## config.mk

```make
export PLATFORM = sky130hd
export DESIGN_NAME = run_monitor
export DESIGN_NICKNAME = d
export VERILOG_FILES = /design/src/rtl/run_monitor_pkg.sv /design/src/rtl/run_monitor_halt_match.sv /design/src/rtl/run_monitor.sv
export SDC_FILE = /design/constraint.sdc
export NUM_CORES = 1
export LEC_CHECK = 0
export BUFFER_PORTS_ARGS = -buffer_cell sky130_fd_sc_hd__buf_2
export CAP_MARGIN = 0
export CORE_ASPECT_RATIO = 1.5
export CORE_MARGIN = 2
export CORE_UTILIZATION = 48
export DETAILED_ROUTE_END_ITERATION = 10
export GPL_TIMING_DRIVEN = 0
export PLACE_DENSITY_LB_ADDON = 0.12
export SLEW_MARGIN = 20
export SYNTH_ARGS = -nofsm -noshare
export SYNTH_HDL_FRONTEND = slang
export SYNTH_SLANG_ARGS = --single-unit
```

## constraint.sdc

```tcl
create_clock -name clk -period 3.4 [get_ports clk]
set_input_delay 0.17 -clock clk [delete_from_list [all_inputs] [get_ports clk]]
set_output_delay 0.17 -clock clk [all_outputs]
set_load 0.02 [all_outputs]
```

## src/rtl/run_monitor_pkg.sv

```systemverilog
// Shared types and helpers for the run monitor: FSM state encoding and index-width calculation.
package run_monitor_pkg;

  typedef enum logic [1:0] {
    ST_IDLE    = 2'd0,
    ST_RUN     = 2'd1,
    ST_HALTED  = 2'd2,
    ST_TIMEOUT = 2'd3
  } state_e;

  // Comparator index width; at least one bit even for a single comparator.
  function automatic int unsigned idx_w(input int unsigned n);
    return (n <= 1) ? 1 : $clog2(n);
  endfunction

endpackage

```

## src/rtl/run_monitor_halt_match.sv

```systemverilog
// halt_match: NUM_HALT-way PC comparator with lowest-index-wins priority encoder.
module halt_match
  import run_monitor_pkg::*;
#(
  parameter int unsigned PC_W     = 32,
  parameter int unsigned NUM_HALT = 2,
  parameter int unsigned IDX_W    = idx_w(NUM_HALT)
) (
  input  logic [PC_W-1:0]          i_pc,
  input  logic [NUM_HALT*PC_W-1:0] i_halt_addr,
  input  logic [NUM_HALT-1:0]      i_halt_en,
  output logic                     o_match,
  output logic [IDX_W-1:0]         o_idx
);

  always_comb begin
    o_match = 1'b0;
    o_idx   = '0;
    for (int k = 0; k < int'(NUM_HALT); k++) begin
      if (!o_match && i_halt_en[k] && (i_pc == i_halt_addr[k*PC_W +: PC_W])) begin
        o_match = 1'b1;
        o_idx   = IDX_W'(k);
      end
    end
  end

endmodule

```

## src/rtl/run_monitor.sv

```systemverilog
// run_monitor: gates the CPU clock enable, halts on PC match, counts enabled cycles.
// Optional timeout watchdog compiled in with `define RUN_MONITOR_TIMEOUT_EN.
module run_monitor
  import run_monitor_pkg::*;
#(
  parameter int unsigned PC_W     = 32,
  parameter int unsigned NUM_HALT = 2,
  parameter int unsigned CNT_W    = 32,
  parameter int unsigned ANS_W    = 8,
  localparam int unsigned IDX_W   = idx_w(NUM_HALT)
) (
  input  logic                     clk,
  input  logic                     rst,
  input  logic                     i_start,
  input  logic                     i_step_mode,
  input  logic                     i_step,
  input  logic [PC_W-1:0]          i_pc,
  input  logic [NUM_HALT*PC_W-1:0] i_halt_addr,
  input  logic [NUM_HALT-1:0]      i_halt_en,
  input  logic [CNT_W-1:0]         i_timeout,
  input  logic [ANS_W-1:0]         i_answer,
  output logic                     o_cpu_en,
  output logic                     o_terminal,
  output logic                     o_timeout,
  output logic [IDX_W-1:0]         o_halt_idx,
  output logic [CNT_W-1:0]         o_cycles,
  output logic [ANS_W-1:0]         o_answer
);

  state_e           r_state;
  logic             r_terminal;
  logic             r_timeout;
  logic [IDX_W-1:0] r_halt_idx;
  logic [CNT_W-1:0] r_cycles;
  logic [ANS_W-1:0] r_answer;

  logic             w_match;
  logic [IDX_W-1:0] w_idx;
  logic             w_cpu_en;
  logic [CNT_W-1:0] w_cycles_inc;
  logic [CNT_W-1:0] w_cycles_nxt;

  halt_match #(
    .PC_W     (PC_W),
    .NUM_HALT (NUM_HALT),
    .IDX_W    (IDX_W)
  ) u_halt_match (
    .i_pc        (i_pc),
    .i_halt_addr (i_halt_addr),
    .i_halt_en   (i_halt_en),
    .o_match     (w_match),
    .o_idx       (w_idx)
  );

  // Enable is withheld in the match cycle so the CPU never executes the halt address.
  assign w_cpu_en     = (r_state == ST_RUN) && !w_match && (!i_step_mode || i_step);
  assign w_cycles_inc = r_cycles + CNT_W'(1);
  assign w_cycles_nxt = (r_cycles == '1) ? r_cycles : w_cycles_inc;

`ifndef RUN_MONITOR_TIMEOUT_EN
  logic w_unused_timeout;
  assign w_unused_timeout = ^i_timeout;
`endif

  always_ff @(posedge clk) begin
    if (rst) begin
      r_state    <= ST_IDLE;
      r_terminal <= 1'b0;
      r_timeout  <= 1'b0;
      r_halt_idx <= '0;
      r_cycles   <= '0;
      r_answer   <= '0;
    end else begin
      case (r_state)
        ST_IDLE: begin
          if (i_start) begin
            r_state  <= ST_RUN;
            r_cycles <= '0;
          end
        end
        ST_RUN: begin
          // Match takes priority over a coincident timeout.
          if (w_match) begin
            r_state    <= ST_HALTED;
            r_terminal <= 1'b1;
            r_halt_idx <= w_idx;
            r_answer   <= i_answer;
          end else if (w_cpu_en) begin
            r_cycles <= w_cycles_nxt;
`ifdef RUN_MONITOR_TIMEOUT_EN
            if ((i_timeout != '0) && (w_cycles_inc == i_timeout)) begin
              r_state   <= ST_TIMEOUT;
              r_timeout <= 1'b1;
            end
`endif
          end
        end
        ST_HALTED, ST_TIMEOUT: begin
          // Answer and index stay visible until the next halt.
          if (i_start) begin
            r_state    <= ST_RUN;
            r_terminal <= 1'b0;
            r_timeout  <= 1'b0;
            r_cycles   <= '0;
          end
        end
        default: r_state <= ST_IDLE;
      endcase
    end
  end

  assign o_cpu_en   = w_cpu_en;
  assign o_terminal = r_terminal;
  assign o_timeout  = r_timeout;
  assign o_halt_idx = r_halt_idx;
  assign o_cycles   = r_cycles;
  assign o_answer   = r_answer;

endmodule

```

==> flow_summary.json, run 1 <==
{
  "synthTopCellsByArea": "dfxtp_1 27%, xor2_1 15%, nand2_1 5.3%",
  "synth_top_area_cell": "dfxtp_1",
  "wl_met3_um": 820,
  "timing.hold.ws_ps": 108.8,
  "path_clk_slew_ps": 90,
  "synth_top_area_frac": 0.2721,
  "p_per_area_mw_per_mm2": 266.0,
  "routedWlPerCell_um": 16.96,
  "max-slew-margin-rel": 0.5363,
  "period_needed_ps": 2638,
  "die_x_um": 71.05,
  "cts_tree": "built",
  "nNetsFinal": 706,
  "die_y_um": 104.6,
  "track_usage": 0.2926,
  "finish.instance_area_mm2": 0.004192,
  "cts.sinks": 44,
  "start_kind": "flop",
  "wl_met2_mm": 5.681,
  "start_util": 0.4956,
  "ys_ff_latch": 44,
  "tightest_slew_ps": 690.9,
  "grt_pass1_wl_mm": 17.54,
  "crit_path_max_fanout": 10,
  "clock-root-buffer": "clkbuf_8",
  "finalWirelength_mm": 10.84,
  "slew_violations": 0,
  "cpPeakStageDelay_ps": 540,
  "final-setup-viol-count": 0,
  "clock_latency_ps": 310,
  "rows": 36,
  "critical_path_arrival_ps": 2820,
  "grt_pass1_vias": 3750,
  "postSynthNetCount": 546,
  "drive_gt1_frac": 0.3464,
  "num_antenna_cells": 0,
  "worst-setup-path-type": "flop to flop",
  "multi_input_area_mm2": 0.002202,
  "hold_violations": 0,
  "netlist_instances": 402,
  "cts.htree.levels": 2,
  "seqCellArea_um2": 880.8,
  "fill_cells": 570,
  "viasPerCell": 5.861,
  "ys_seq_area_frac": 0.2721,
  "crit_required_ps": 3580,
  "crit_slowest_cell": "nor4_4",
  "hold_path.class": "input pin to flop",
  "worst_ir_drop_vdd_v": 0.0001866,
  "cts_hold_buf": 0,
  "vias": 3745,
  "synth.cell_area_mm2": 0.003237,
  "status": "completed",
  "grt_start_max_net_pins": 14,
  "top_layer_used": "met4",
  "drt-met1-wl_mm": 3.767,
  "p_leak_nw": 1.833,
  "yosysWarnings": 0,
  "postCtsSetupRepairBufs": 0,
  "finalWorstSetupSlack_ps": 762.0,
  "tns_ps": 0,
  "fp.coreArea_mm2": 0.006531,
  "ant_nets": 0,
  "finalClockSkew_ps": 13.48,
  "end_kind": "flop",
  "maxCapViolCount": 0,
  "rsz0062_at_grt": "false",
  "dp_hpwl_mm": 8.540,
  "io_pins": 187,
  "synth-edff-count": 0,
  "async_reset_ff_frac": 0,
  "min_period_over_period": 0.7759,
  "syn_avg_cell_area_um2": 8.052,
  "dp_slack_ps": 812.4,
  "rrSetupSlack_ps": 760,
  "clockBufferDepth": 2,
  "drcViolationCount": 0,
  "grt_overflow": 0,
  "drt_pass1_iterations": 5,
  "synthToLayoutAreaGrowth_pct": 29.49,
  "synth.distinct_cells": 53,
  "cts_resized": 0,
  "crit_chain": "ha_1, nand3_1, or2_2, nor4_4, nand2b_1, buf_4, or3_4, buf_6, o41ai_2",
  "gp_congestion": 0.9322,
  "place_area_mm2": 0.004098,
  "io_buffer_count": 153,
  "dieArea_mm2": 0.007430,
  "max_freq_mhz": 379.1,
  "drt_iter0_drc": 264,
  "synth_flop_cell": "dfxtp_1",
  "antenna_found_initial": 0,
  "numCtsBuffers": 5
}
power breakdown:
| part | leakage [nW] | internal [mW] | total [mW] | switching [mW] |
|---|---|---|---|---|
| Combinational | 1.43 | 0.106 | 0.232 | 0.126 |
| Clock | 0.0445 | 0.166 | 0.364 | 0.198 |
| Sequential | 0.355 | 0.517 | 0.519 | 0.00223 |
final cells by class:
cell class,instances,area share
repair buffers,153,0.1827
well taps,76,0.02269
clock inverters,1,0.001791
multi-input cells,329,0.5254
inverters,6,0.005373
plain buffers,23,0.03134
clock buffers,7,0.02060
flip-flops and latches,44,0.2101
registers in the layout (all words and copies together), names as in the netlist:
register    cells
o_halt_idx      1
o_answer        8
r_state         2
o_cycles       32
o_terminal      1
layer usage:
metal / GRT usage / vias to the layer above
met5: 0 / -
met4: 0.1536 / 0
met3: 0.05689 / 46
met2: 0.5394 / 222
met1: 0.3030 / 1676
li1: - / 1801
kinds of logic (layout without fill, tap and decap cells):
group | Yosys count | count (layout) | synth area share
compound gates | 106 | 106 | 0.2281
xor+xnor | 64 | 64 | 0.1732
fa+ha+maj | 1 | 1 | 0.003865
buf+inv | 29 | 190 | 0.04755
flops | 44 | 44 | 0.2721
other cells | 1 | 1 | 0.001159
simple gates | 157 | 157 | 0.2741
metrics by stage:
stage / util / std cells / power, mW
6_report: 0.6418 / 639 / 1.115
5_1_grt: 0.6418 / 639 / 1.158
4_1_cts: 0.6418 / 639 / 1.110
3_5_place_dp: 0.6274 / 631 / 0.7616
3_3_place_gp: 0.6274 / 631 / 0.7577
2_1_floorplan: - / 402 / 0.6442
worst max-delay path, delay by kind of cell (launching register included):
family / cells / cell delay [ps]
buf+inv: 2 / 340
fa+ha+maj: 1 / 230
compound gates: 1 / 90
flops: 1 / 440
simple gates: 5 / 1410
path summary, 6_finish.rpt:
| path | from | end | depth (start not counted) |
|---|---|---|---|
| min | i_answer[7] | o_answer[7] | 3 |
| min reg2reg | o_terminal | o_terminal | 2 |
| max reg2reg | o_cycles[0] | o_cycles[21] | 9 |
| max | o_cycles[0] | o_cycles[21] | 9 |
cells in the final DEF, fill, tap and decap left out, types with 4 or more instances in the layout:
cell type,Yosys,routed
a21oi_1,9,9
a31o_2,5,5
buf_2,6,159
buf_4,4,4
clkbuf_1,10,11
clkbuf_8,0,6
dfxtp_1,44,44
inv_1,6,6
nand2_1,46,46
nand2b_1,13,13
nand3_1,10,10
nand4_1,17,17
nor2_1,10,10
nor2b_1,11,11
nor3_1,9,9
nor4_1,17,17
o211ai_1,17,17
o21ai_0,33,33
o311ai_0,4,4
o31ai_1,11,11
or2_2,4,4
xnor2_1,8,8
xor2_1,56,56
cells in the mapped netlist, drive strengths merged (3+ instances only):
cell type	n
o41ai	5
dfxtp	44
or3	4
nor4	20
a21oi	9
nand2b	13
nor2	10
and3	3
o21ai	36
or2	5
clkbuf	10
buf	13
o311ai	4
o211ai	17
xnor2	8
nand4	18
a31o	5
inv	6
nor3	9
o31ai	11
nand3	11
nand2	47
or4	5
xor2	56
nor2b	11
Power figures use the tool's default switching activity.
==> run 2, diff against run 1 <==
--- a/config.mk
+++ b/config.mk
@@ -9,7 +9,7 @@
 export CAP_MARGIN = 0
 export CORE_ASPECT_RATIO = 1.5
 export CORE_MARGIN = 2
-export CORE_UTILIZATION = 48
+export CORE_UTILIZATION = 45
 export DETAILED_ROUTE_END_ITERATION = 10
 export GPL_TIMING_DRIVEN = 0
 export PLACE_DENSITY_LB_ADDON = 0.12
==> constraint.sdc (replaced) <==
create_clock -name clk -period 2.7 [get_ports clk]
set_input_delay 0.135 -clock clk [delete_from_list [all_inputs] [get_ports clk]]
set_output_delay 0.135 -clock clk [all_outputs]
set_load 0.02 [all_outputs]
==> run 2 against run 1 <==
Against the previous run:
- routed wire length barely moved
- power up 34%
- count of clock-buffer cells in the layout down 1
- sequential share of layout area shrank 0.25 points
- critical path type unchanged
==> flow_summary.json, run 2 (same netlist as run 1, synthesis figures left out) <==
{
  "end_kind": "flop",
  "finalWirelength_mm": 10.85,
  "io_buffer_count": 153,
  "rows": 37,
  "vias": 3737,
  "max_freq_mhz": 394.1,
  "cts.htree.levels": 2,
  "synthToLayoutAreaGrowth_pct": 31.08,
  "gp_congestion": 0.9146,
  "largest_reg_flops": 32,
  "finish.utilization": 0.6151,
  "drive_gt1_frac": 0.3522,
  "max-slew-margin-rel": 0.5495,
  "grt_start_max_net_pins": 15,
  "drcViolationCount": 0,
  "viasPerCell": 5.812,
  "hold_path.class": "input pin to flop",
  "nNetsFinal": 708,
  "period_needed_ps": 2537,
  "grt_pass1_wl_mm": 17.46,
  "num_antenna_cells": 0,
  "tns_ps": 0,
  "clockBufferDepth": 2,
  "cts_tree": "built",
  "cts_hold_buf": 0,
  "start_util": 0.4693,
  "final-setup-viol-count": 0,
  "min_period_over_period": 0.9398,
  "rsz0062_at_grt": "false",
  "antenna_found_initial": 0,
  "die_y_um": 107.9,
  "dieArea_mm2": 0.007901,
  "fp.coreArea_mm2": 0.006898,
  "start_kind": "flop",
  "worstRegToRegCells": 8,
  "grt_use_met2": 0.5302,
  "numCtsBuffers": 5,
  "clock-root-buffer": "clkbuf_8",
  "drt_iter0_drc": 258,
  "grt_overflow": 0,
  "busiest_layer": "met2",
  "worst-setup-path-type": "flop to flop",
  "maxCapViolCount": 0,
  "routedWlPerCell_um": 16.87,
  "use_met3": 0.03371,
  "die_x_um": 73.25,
  "path_clk_slew_ps": 90,
  "finalClockSkew_ps": 9.518,
  "dp_hpwl_mm": 8.673,
  "clock_latency_ps": 300,
  "crit_required_ps": 2880,
  "worst_ir_drop_vdd_v": 0.0002471,
  "critical_path_arrival_ps": 2720,
  "io_pins": 187,
  "final_cell_mix": "159 x buf_2, 56 x xor2_1, 46 x nand2_1",
  "cts.sinks": 44,
  "hold_violations": 0,
  "track_usage": 0.2804,
  "hold_path_depth": 3,
  "tightest_slew_ps": 671.2,
  "grt_pass1_vias": 3769,
  "slew_violations": 0,
  "met1_usage": 0.2982,
  "p_per_area_mw_per_mm2": 351.7,
  "crit_path_max_fanout": 10,
  "ant_nets": 0,
  "final_common_cell": "buf_2",
  "status": "completed",
  "drt_pass1_iterations": 5,
  "p_leak_nw": 1.861
}
==> run 2: worst max-delay path, stage by stage, from the launching register on <==
cell and delay [ps]:
dfxtp_1 480, nand4_1 170, or4_4 580, nor4_4 440, nand2b_1 160, buf_4 170
or3_4 160, buf_6 160, o41ai_2 90
==> run 2: layout make-up <==
cell class	count	area, um2
sequential	44	880.8
buffer	23	131.4
multi-input combinational	329	2208
inverter	6	22.52
tap	78	97.59
timing repair buffer	155	780.7
clock buffer	6	82.58
fill	643	2655
clock inverter	2	38.79
==> run 2: metal layers <==
metal  part of all wire  vias up  routed length (um)
met3              0.053       30                 571
met1               0.37     1728                3965
li1                   -     1805                   -
met4              0.035        0                 376
met2               0.55      174                5935
met5                  0        -                   0
==> run 2: path summary, 6_finish.rpt <==
kind                                   start      endpoint  slack [ps]
worst max-delay path            o_cycles[25]  o_cycles[21]         160
worst min-delay path             i_answer[1]   o_answer[1]          80
worst max register to register  o_cycles[25]  o_cycles[21]         160
worst min register to register    o_terminal    o_terminal         470
==> run 2: through the flow <==
stage	power, mW	cell area (um2)	hold slack (ps)	instances	setup slack, ps
final	1.492	4243	80.83	643	162.5
after global routing	1.548	4243	88.15	643	25.94
after CTS	1.489	4222	84.90	641	60.99
after detailed placement	0.9602	4100	406.3	633	74.54
after global placement	0.9559	4100	397.8	633	101.3
after floorplan	0.8112	3237	272.8	402	353.5
==> run 2: timing repair <==
action,4_1_cts,5_1_grt
buffers inserted,0,2
gates resized for setup,0,1
setup endpoints to repair,0,21
==> run 2: power by group <==
group	leakage, nW	switching, mW	internal [mW]	total [mW]
clock	0.0614	0.243	0.303	0.546
sequential	0.355	0.00288	0.651	0.653
combinational	1.45	0.159	0.134	0.293
